<file path="src/rtl/pipe_ctrl_pkg.sv">
// Shared types and constants for the pipeline hazard/fetch control slice.
package pipe_ctrl_pkg;

    // Register-number width and the hardwired zero register.
    localparam int REG_W = 5;
    localparam logic [REG_W-1:0] ZERO_REG = '0;

    // Fetch sequencer states.
    typedef enum logic [1:0] {
        S_IDLE = 2'd0,
        S_RUN  = 2'd1,
        S_WAIT = 2'd2,
        S_ERR  = 2'd3
    } state_t;

    // A load in EX whose destination is read by the instruction in ID.
    // Writes to the zero register never create a dependency.
    function automatic logic load_use(
        input logic             mem_read,
        input logic [REG_W-1:0] ex_rt,
        input logic [REG_W-1:0] id_rs,
        input logic [REG_W-1:0] id_rt,
        input logic             uses_rt
    );
        return mem_read && (ex_rt != ZERO_REG) &&
               ((ex_rt == id_rs) || (uses_rt && (ex_rt == id_rt)));
    endfunction

endpackage

</file>
<file path="src/rtl/hazard_ctrl_sat_counter.sv">
// Saturating event counter: counts up on inc, holds at all-ones, clear wins.
module sat_counter #(
    parameter int W = 16
) (
    input  logic         clk,
    input  logic         rst,
    input  logic         inc,
    input  logic         clear,
    output logic [W-1:0] value
);

    localparam logic [W-1:0] MAX = '1;
    localparam logic [W-1:0] ONE = W'(1);

    // Count register; stops at MAX instead of wrapping.
    always_ff @(posedge clk or negedge rst) begin
        if (!rst) begin
            value <= '0;
        end else if (clear) begin
            value <= '0;
        end else if (inc && (value != MAX)) begin
            value <= value + ONE;
        end
    end

endmodule

</file>
<file path="src/rtl/hazard_ctrl.sv">
// Hazard and fetch control: PC/IF-ID load and flush, ID/EX bubble select,
// instruction-fetch handshake sequencing, statistics and fetch timeout.
module hazard_ctrl
    import pipe_ctrl_pkg::*;
#(
    parameter int TIMEOUT = 16,
    parameter int CNT_W   = 16
) (
    input  logic             clk,
    input  logic             rst,
    input  logic             en,
    input  logic             imem_ack,
    input  logic [REG_W-1:0] id_rs,
    input  logic [REG_W-1:0] id_rt,
    input  logic             id_uses_rt,
    input  logic             ex_mem_read,
    input  logic [REG_W-1:0] ex_rt,
    input  logic             branch_taken,
    output logic             imem_req,
    output logic             imem_abort,
    output logic             pc_load,
    output logic             ifid_load,
    output logic             ifid_flush,
    output logic             idex_bubble,
    output logic [CNT_W-1:0] stall_cnt,
    output logic [CNT_W-1:0] flush_cnt,
    output logic             err
);

    // Wait counter must be able to hold TIMEOUT itself.
    localparam int WAIT_W = $clog2(TIMEOUT + 1);
    localparam logic [WAIT_W-1:0] WAIT_LIMIT = WAIT_W'(TIMEOUT);
    localparam logic [WAIT_W-1:0] WAIT_ONE   = WAIT_W'(1);

    state_t            state;
    state_t            state_nxt;
    logic [WAIT_W-1:0] wait_cnt;
    logic [WAIT_W-1:0] wait_nxt;
    logic              lu;
    logic              stall_inc;
    logic              flush_inc;
    logic              err_q;

    // Load-use hazard between the load in EX and the instruction in ID.
    always_comb begin
        lu = load_use(ex_mem_read, ex_rt, id_rs, id_rt, id_uses_rt);
    end

    // Next state and Mealy control outputs; priority is lu > branch > fetch.
    always_comb begin
        state_nxt   = state;
        wait_nxt    = wait_cnt;
        imem_req    = 1'b0;
        imem_abort  = 1'b0;
        pc_load     = 1'b0;
        ifid_load   = 1'b0;
        ifid_flush  = 1'b0;
        idex_bubble = 1'b0;
        stall_inc   = 1'b0;
        flush_inc   = 1'b0;

        case (state)
            S_IDLE: begin
                if (en) begin
                    state_nxt = S_RUN;
                end
            end

            S_RUN, S_WAIT: begin
                imem_req = 1'b1;
                if (lu) begin
                    // Freeze PC and IF/ID; any returning fetch is dropped and
                    // the same PC is fetched again. State and wait count hold.
                    idex_bubble = 1'b1;
                    stall_inc   = 1'b1;
                end else if (branch_taken) begin
                    // Redirect: load the target, squash the wrong-path slot.
                    // An unanswered fetch is cancelled this cycle only.
                    pc_load    = 1'b1;
                    ifid_flush = 1'b1;
                    imem_abort = !imem_ack;
                    flush_inc  = 1'b1;
                    wait_nxt   = '0;
                    state_nxt  = S_RUN;
                end else if (imem_ack) begin
                    pc_load   = 1'b1;
                    ifid_load = 1'b1;
                    wait_nxt  = '0;
                    state_nxt = S_RUN;
                end else begin
                    // No fetch data: hold PC, feed a bubble into IF/ID.
                    ifid_flush = 1'b1;
                    flush_inc  = 1'b1;
                    wait_nxt   = wait_cnt + WAIT_ONE;
                    state_nxt  = (wait_nxt == WAIT_LIMIT) ? S_ERR : S_WAIT;
                end
            end

            S_ERR: begin
                // Parked until reset; every control output stays low.
            end

            default: begin
                state_nxt = S_IDLE;
            end
        endcase
    end

    // State and consecutive-miss counter registers.
    always_ff @(posedge clk or negedge rst) begin
        if (!rst) begin
            state    <= S_IDLE;
            wait_cnt <= '0;
        end else begin
            state    <= state_nxt;
            wait_cnt <= wait_nxt;
        end
    end

    // Sticky timeout flag, raised on the same edge that enters ERR.
    always_ff @(posedge clk or negedge rst) begin
        if (!rst) begin
            err_q <= 1'b0;
        end else if (state_nxt == S_ERR) begin
            err_q <= 1'b1;
        end
    end

    assign err = err_q;

    sat_counter #(.W(CNT_W)) u_stall_cnt (
        .clk   (clk),
        .rst   (rst),
        .inc   (stall_inc),
        .clear (1'b0),
        .value (stall_cnt)
    );

    sat_counter #(.W(CNT_W)) u_flush_cnt (
        .clk   (clk),
        .rst   (rst),
        .inc   (flush_inc),
        .clear (1'b0),
        .value (flush_cnt)
    );

endmodule

</file>
<file path="config.mk">
export PLATFORM = sky130hd
export DESIGN_NAME = hazard_ctrl
export DESIGN_NICKNAME = d
export VERILOG_FILES = /design/src/rtl/pipe_ctrl_pkg.sv /design/src/rtl/hazard_ctrl_sat_counter.sv /design/src/rtl/hazard_ctrl.sv
export SDC_FILE = /design/constraint.sdc
export NUM_CORES = 1
export LEC_CHECK = 0
export ABC_AREA = 1
export CORE_MARGIN = 2
export CORE_UTILIZATION = 45
export DETAILED_ROUTE_END_ITERATION = 8
export PLACE_DENSITY = 0.75
export SLEW_MARGIN = 15
export SYNTH_ARGS = -nofsm -noshare
export SYNTH_HDL_FRONTEND = slang
export SYNTH_SLANG_ARGS = --single-unit
</file>
<file path="constraint.sdc">
create_clock -name clk -period 1.8 [get_ports clk]
set_clock_uncertainty 0.1 [all_clocks]
set_input_delay 0.36 -clock clk [delete_from_list [all_inputs] [get_ports clk]]
set_output_delay 0.36 -clock clk [all_outputs]
set_load 0.03 [all_outputs]
</file>
* After elaboration in Yosys (flattened, before gate mapping) *
Cells that the tools add are included.
W data, S select, Z words.

cells by class
  $add $sub $neg = 3
  bitwise gates (word level) = 1
  reductions and logical operators = 11
  multiplexer cells = 25
  eq/ne operators = 8

operators with widths
  kind                     count
  $add A16 B1 Y16 const B  2
  $ne A16 B16 Y1 const B   2
  $mux W1                  18
  $eq A5 B5 Y1             2
  $mux W5                  2
  $mux W2                  4
  $add A5 B1 Y5 const B    1
  $eq A5 B5 Y1 const B     1
  $logic_and A1 B1 Y1      5
  $reduce_bool A5 Y1       1
  $eq A2 B2 Y1 const B     2
  $pmux W2 S2              1
  $eq A2 B1 Y1 const B     1
  $logic_not A2 Y1         1
  $reduce_and A2 Y1        1
  $reduce_or A2 Y1         1
  $logic_not A1 Y1         1
  $logic_or A1 B1 Y1       1
  $not A1 Y1               1

storage, ports and cells
  register bits after elaboration = 40
  bits of input ports = 22
  word-level logic and storage cells = 53

* Depth between registers and ports, before layout *
  depth in word-level cells = 8
  depth in mapped cells = 13
  depth with buffers taken out = 13

* Hierarchy *
Synthesis repeated with hierarchy kept, for this count alone.

unflattened totals
  cell total of the unflattened synthesis = 406
  area total of the unflattened synthesis = 2765.2 um2

modules (own cells, without submodules)
  module                      cells each  area an instance (um2)  instances
  sat_counter at u_flush_cnt  144         1037.2                  1
  sat_counter at u_stall_cnt  144         1004.7                  1
  hazard_ctrl                 118         723.2                   1

* Worst setup path before layout *
OpenSTA, ideal clock, no wires.

  path type = reg-to-output
  start point = register state[0]
  end point = output ifid_load
  buffers on the path = 0
  cell stages (with the launch flop) = 5
  arrival time = 1771 ps
  setup slack = -431 ps
  cells stage by stage = dfrtp_1 > inv_1 > ha_1 > nand2_4 > nor3_1

on the way
  cells in the longest elaborated chain, start to end = 3
  elaborated cells between the ends (all ways) = 4

ends and longest elaborated chain
  item                                          RTL line            RTL
  start, declared                               hazard_ctrl.sv:35   state_t state;
  start signal, assigned                        hazard_ctrl.sv:115  state <= state_nxt;
  $eq A2 B1 Y1 or $eq A2 B2 Y1 (tied branches)  hazard_ctrl.sv:62   case (state)
  $reduce_or A2 Y1 (*)                          hazard_ctrl.sv:62
  $mux W1 (*)                                   hazard_ctrl.sv:62
  end, declared                                 hazard_ctrl.sv:22   output logic ifid_load,

Every way passes the cells marked *; elsewhere a longest branch is shown, timed or not.

* Worst setup path after layout *
Ends and elaborated chain as after synthesis.

==> reports/qor.yml <==
run_status:
  outcome: "finished, violations left"
  violations: "negative setup slack"
pwr:
  p_leak_nw: 1.97
  total_power_mw: 4.36
  p_per_area_nw_per_um2: 1150
  ir_worst_vdd_mv: 0.576
min_path:
  hp-class: "reg -> reg"
clock_network:
  insertion_delay_ns: 0.30
  numCtsBuffers: 5
  clockRootBuffer: "clkbuf_8"
  htreeDepth: 2
  clock-sinks: 40
  cts_max_path_buffers: 2
  cts_tree: "yes"
  cts.clk_slew.worst_paths_ns: 0.08
die:
  die_h_um: 78.9
  row_count: 27
  die_w_um: 78.9
  io_pins: 61
  core_area_sq_um: 5470
  start_util: 0.461
  dieArea_sq_um: 6220
global_routing:
  grtUsageTotal: 0.200
  grt_max_degree: 21
  antenna_found_initial: 0
  grt_overflow: 0
  grt_pass1_wl_um: 10100
  grt_pass1_vias: 2343
timing:
  fin_ws_ns: -0.134
  post-route-min-period_ns: 1.93
  slew_headroom: 0.680
  finalHoldViolCount: 0
  fin_crit_sh: 1.07
  finalMaxSlewViolations: 0
  max_freq_mhz: 517
  tightestPinTransition_ns: 0.480
  setup_viol: 6
  rsz0062_at_grt: "true"
worst_setup_path:
  cpLargestDelayFamily: "flip-flops"
  cp-endpoint: "ifid_load"
  path_max_fanout: 5
  cp_slowest_cell: "dfrtp_1"
  critPathRequiredTime_ns: 1.34
  crit_path_end_kind: "output port"
  worst_ep_arrival_time_ns: 1.47
  slowest_delay_ns: 0.37
  reg2reg_from: "u_flush_cnt.value[1]"
  cp.depth: 5
  cp-start-kind: "flip-flop"
  crit_buf_inv: 2
  crit_type: "reg -> out"
  path_cells: "inv_2 -> ha_4 -> nand2_8 -> nor3_4 -> buf_6"
  rrSetupSlack_ns: 0.02
  r2r_end: "u_flush_cnt.value[11]"
  rr_worst_depth: 9
  startpoint: "state[0]"
route:
  vias: 2532
  drt_iter0_markers: 147
  drc: 0
  vias_per_cell: 4.87
  drtPass1Iterations: 5
  routedWlPerCell_um: 11.9
  wl_um: 6200
  drtAntennaViolNets: 0
synth:
  syn_nets: 361
  syn_avg_cell_area_sq_um: 7.55
  synth_cell_type_count: 28
  netlist_instances: 334
  ys_seq_area_frac: 0.397
  synthesis.area_sq_um: 2520
  synth_seq_cells: 40
  yosysWarnings: 0
placement:
  numPortBuffers: 60
  place_ws_ns: -0.493
  dp.cells: 498
  place_congestion: 0.859
  place_hpwl_um: 4520
cells_and_area:
  post-route-util: 0.695
  fin_nets: 474
  fin_cells: 520
  insertedDiodeCount: 0
  syn2layout_area_growth_pct: 50.8
  drive_gt1_frac: 0.283
run:
  cap_violations: 0
==> final cells by class <==
type	instances	area [sq um]
Clock buffer	5	68.8
Clock inverter	3	42.5
Fill cell	446	1670
Inverter	44	165
Multi-Input combinational cell	247	1510
Sequential cell	40	1010
Tap cell	72	90.1
Timing Repair Buffer	109	925
==> kinds of logic (layout without fill, tap and decap cells) <==
family	count (synthesis)	count (layout)	share of synthesized area
AND/OR/NAND/NOR	193	194	0.357
XOR/XNOR	29	29	0.104
AO/OA/AOI/OAI	19	19	0.0382
buffers and inverters	48	161	0.0794
flip-flops	40	40	0.397
adder cells (fa/ha/maj)	5	5	0.0248
==> flip-flops by register name, summed over array words and instances (netlist names) <==
signal,cells
u_flush_cnt.value,16
u_stall_cnt.value,16
wait_cnt,5
state,2
err,1
==> worst min path at each step <==
stage               from                    to  slack [ns]  depth (start not counted)
global route         err                   err        0.42                          2
finish               err                   err        0.36                          2
detailed placement   rst  u_stall_cnt.value[7]        0.23                          1
global placement     rst  u_stall_cnt.value[7]        0.23                          1
CTS                  err                   err        0.37                          2
floorplan            rst                   err       -0.04                          0
==> metrics by stage <==
step / instance area [sq um] / setup TNS (ns) / hold slack (ns)
finish: 3800 / -0.453 / 0.359
global route: 3800 / -1.12 / 0.420
CTS: 3630 / -0.504 / 0.369
detailed placement: 3510 / -16.88 / 0.231
global placement: 3510 / -15.40 / 0.230
floorplan: 2590 / -0.187 / -0.0356
==> layer usage <==
metal / share of wire / GRT usage / up-vias
met2: 0.51 / 0.369 / 62
met4: 0.010 / 0.0466 / 0
li1: - / - / 1276
met1: 0.44 / 0.241 / 1187
met5: 0 / 0 / -
met3: 0.042 / 0.0352 / 7
==> cells in the mapped netlist <==
cell | n | area (sq um)
a21oi_1 | 5 | 25.0
buf_2 | 1 | 5.00
buf_4 | 1 | 7.51
buf_6 | 2 | 22.5
dfrtp_1 | 40 | 1000
ha_1 | 5 | 62.6
inv_1 | 38 | 143
inv_2 | 6 | 22.5
nand2_1 | 103 | 387
nand2_2 | 7 | 43.8
nand2_4 | 2 | 22.5
nand3_1 | 28 | 140
nand3_2 | 2 | 20.0
nand3b_1 | 1 | 7.51
nand4_1 | 8 | 50.1
nor2_1 | 25 | 93.8
nor2_2 | 2 | 12.5
nor2_4 | 2 | 22.5
nor3_1 | 6 | 30.0
nor3_2 | 2 | 20.0
nor3_4 | 2 | 32.5
nor4_1 | 3 | 18.8
o21ai_0 | 8 | 40.0
o21ai_1 | 5 | 25.0
o22ai_1 | 1 | 6.26
xnor2_1 | 10 | 87.6
xnor2_2 | 1 | 16.3
xor2_1 | 18 | 158
==> worst register-to-register path: stages, from the launching register on <==
cell and delay [ns]:
dfrtp_2 0.42, ha_4 0.16, nand2_4 0.05, nor3_4 0.22, nand3_2 0.14, nor2_4 0.16, nand2_4 0.13, buf_8 0.18
nand3_2 0.06, nand2_1 0.05
==> where the power goes <==
| part | leakage (nW) | internal (mW) | total, mW | switching, mW |
|---|---|---|---|---|
| logic | 1.41 | 1.07 | 2.41 | 1.34 |
| clock network | 0.0541 | 0.411 | 0.753 | 0.343 |
| registers | 0.505 | 1.05 | 1.19 | 0.146 |
==> layout by cell type (no fill, tap or decap), types with 6 or more instances in the layout <==
master / instances
buf_2: 7
buf_4: 43
buf_6: 8
dfrtp_1: 35
dlygate4sd2_1: 34
inv_1: 35
inv_2: 9
nand2_1: 101
nand2_2: 6
nand3_1: 20
nand3_2: 8
nand4_1: 8
nor2_1: 23
o21ai_0: 7
o21ai_1: 6
xnor2_1: 10
xor2_1: 18
==> timing repair <==
item,CTS,global route
hold buffers,1,0
setup buffers,6,6
endpoints found under the setup margin,75,24
pin swaps,23,36
hold endpoints to repair,18,0
gates cloned,0,1
gates resized for setup,78,36
(Power assumes the default switching activity.)
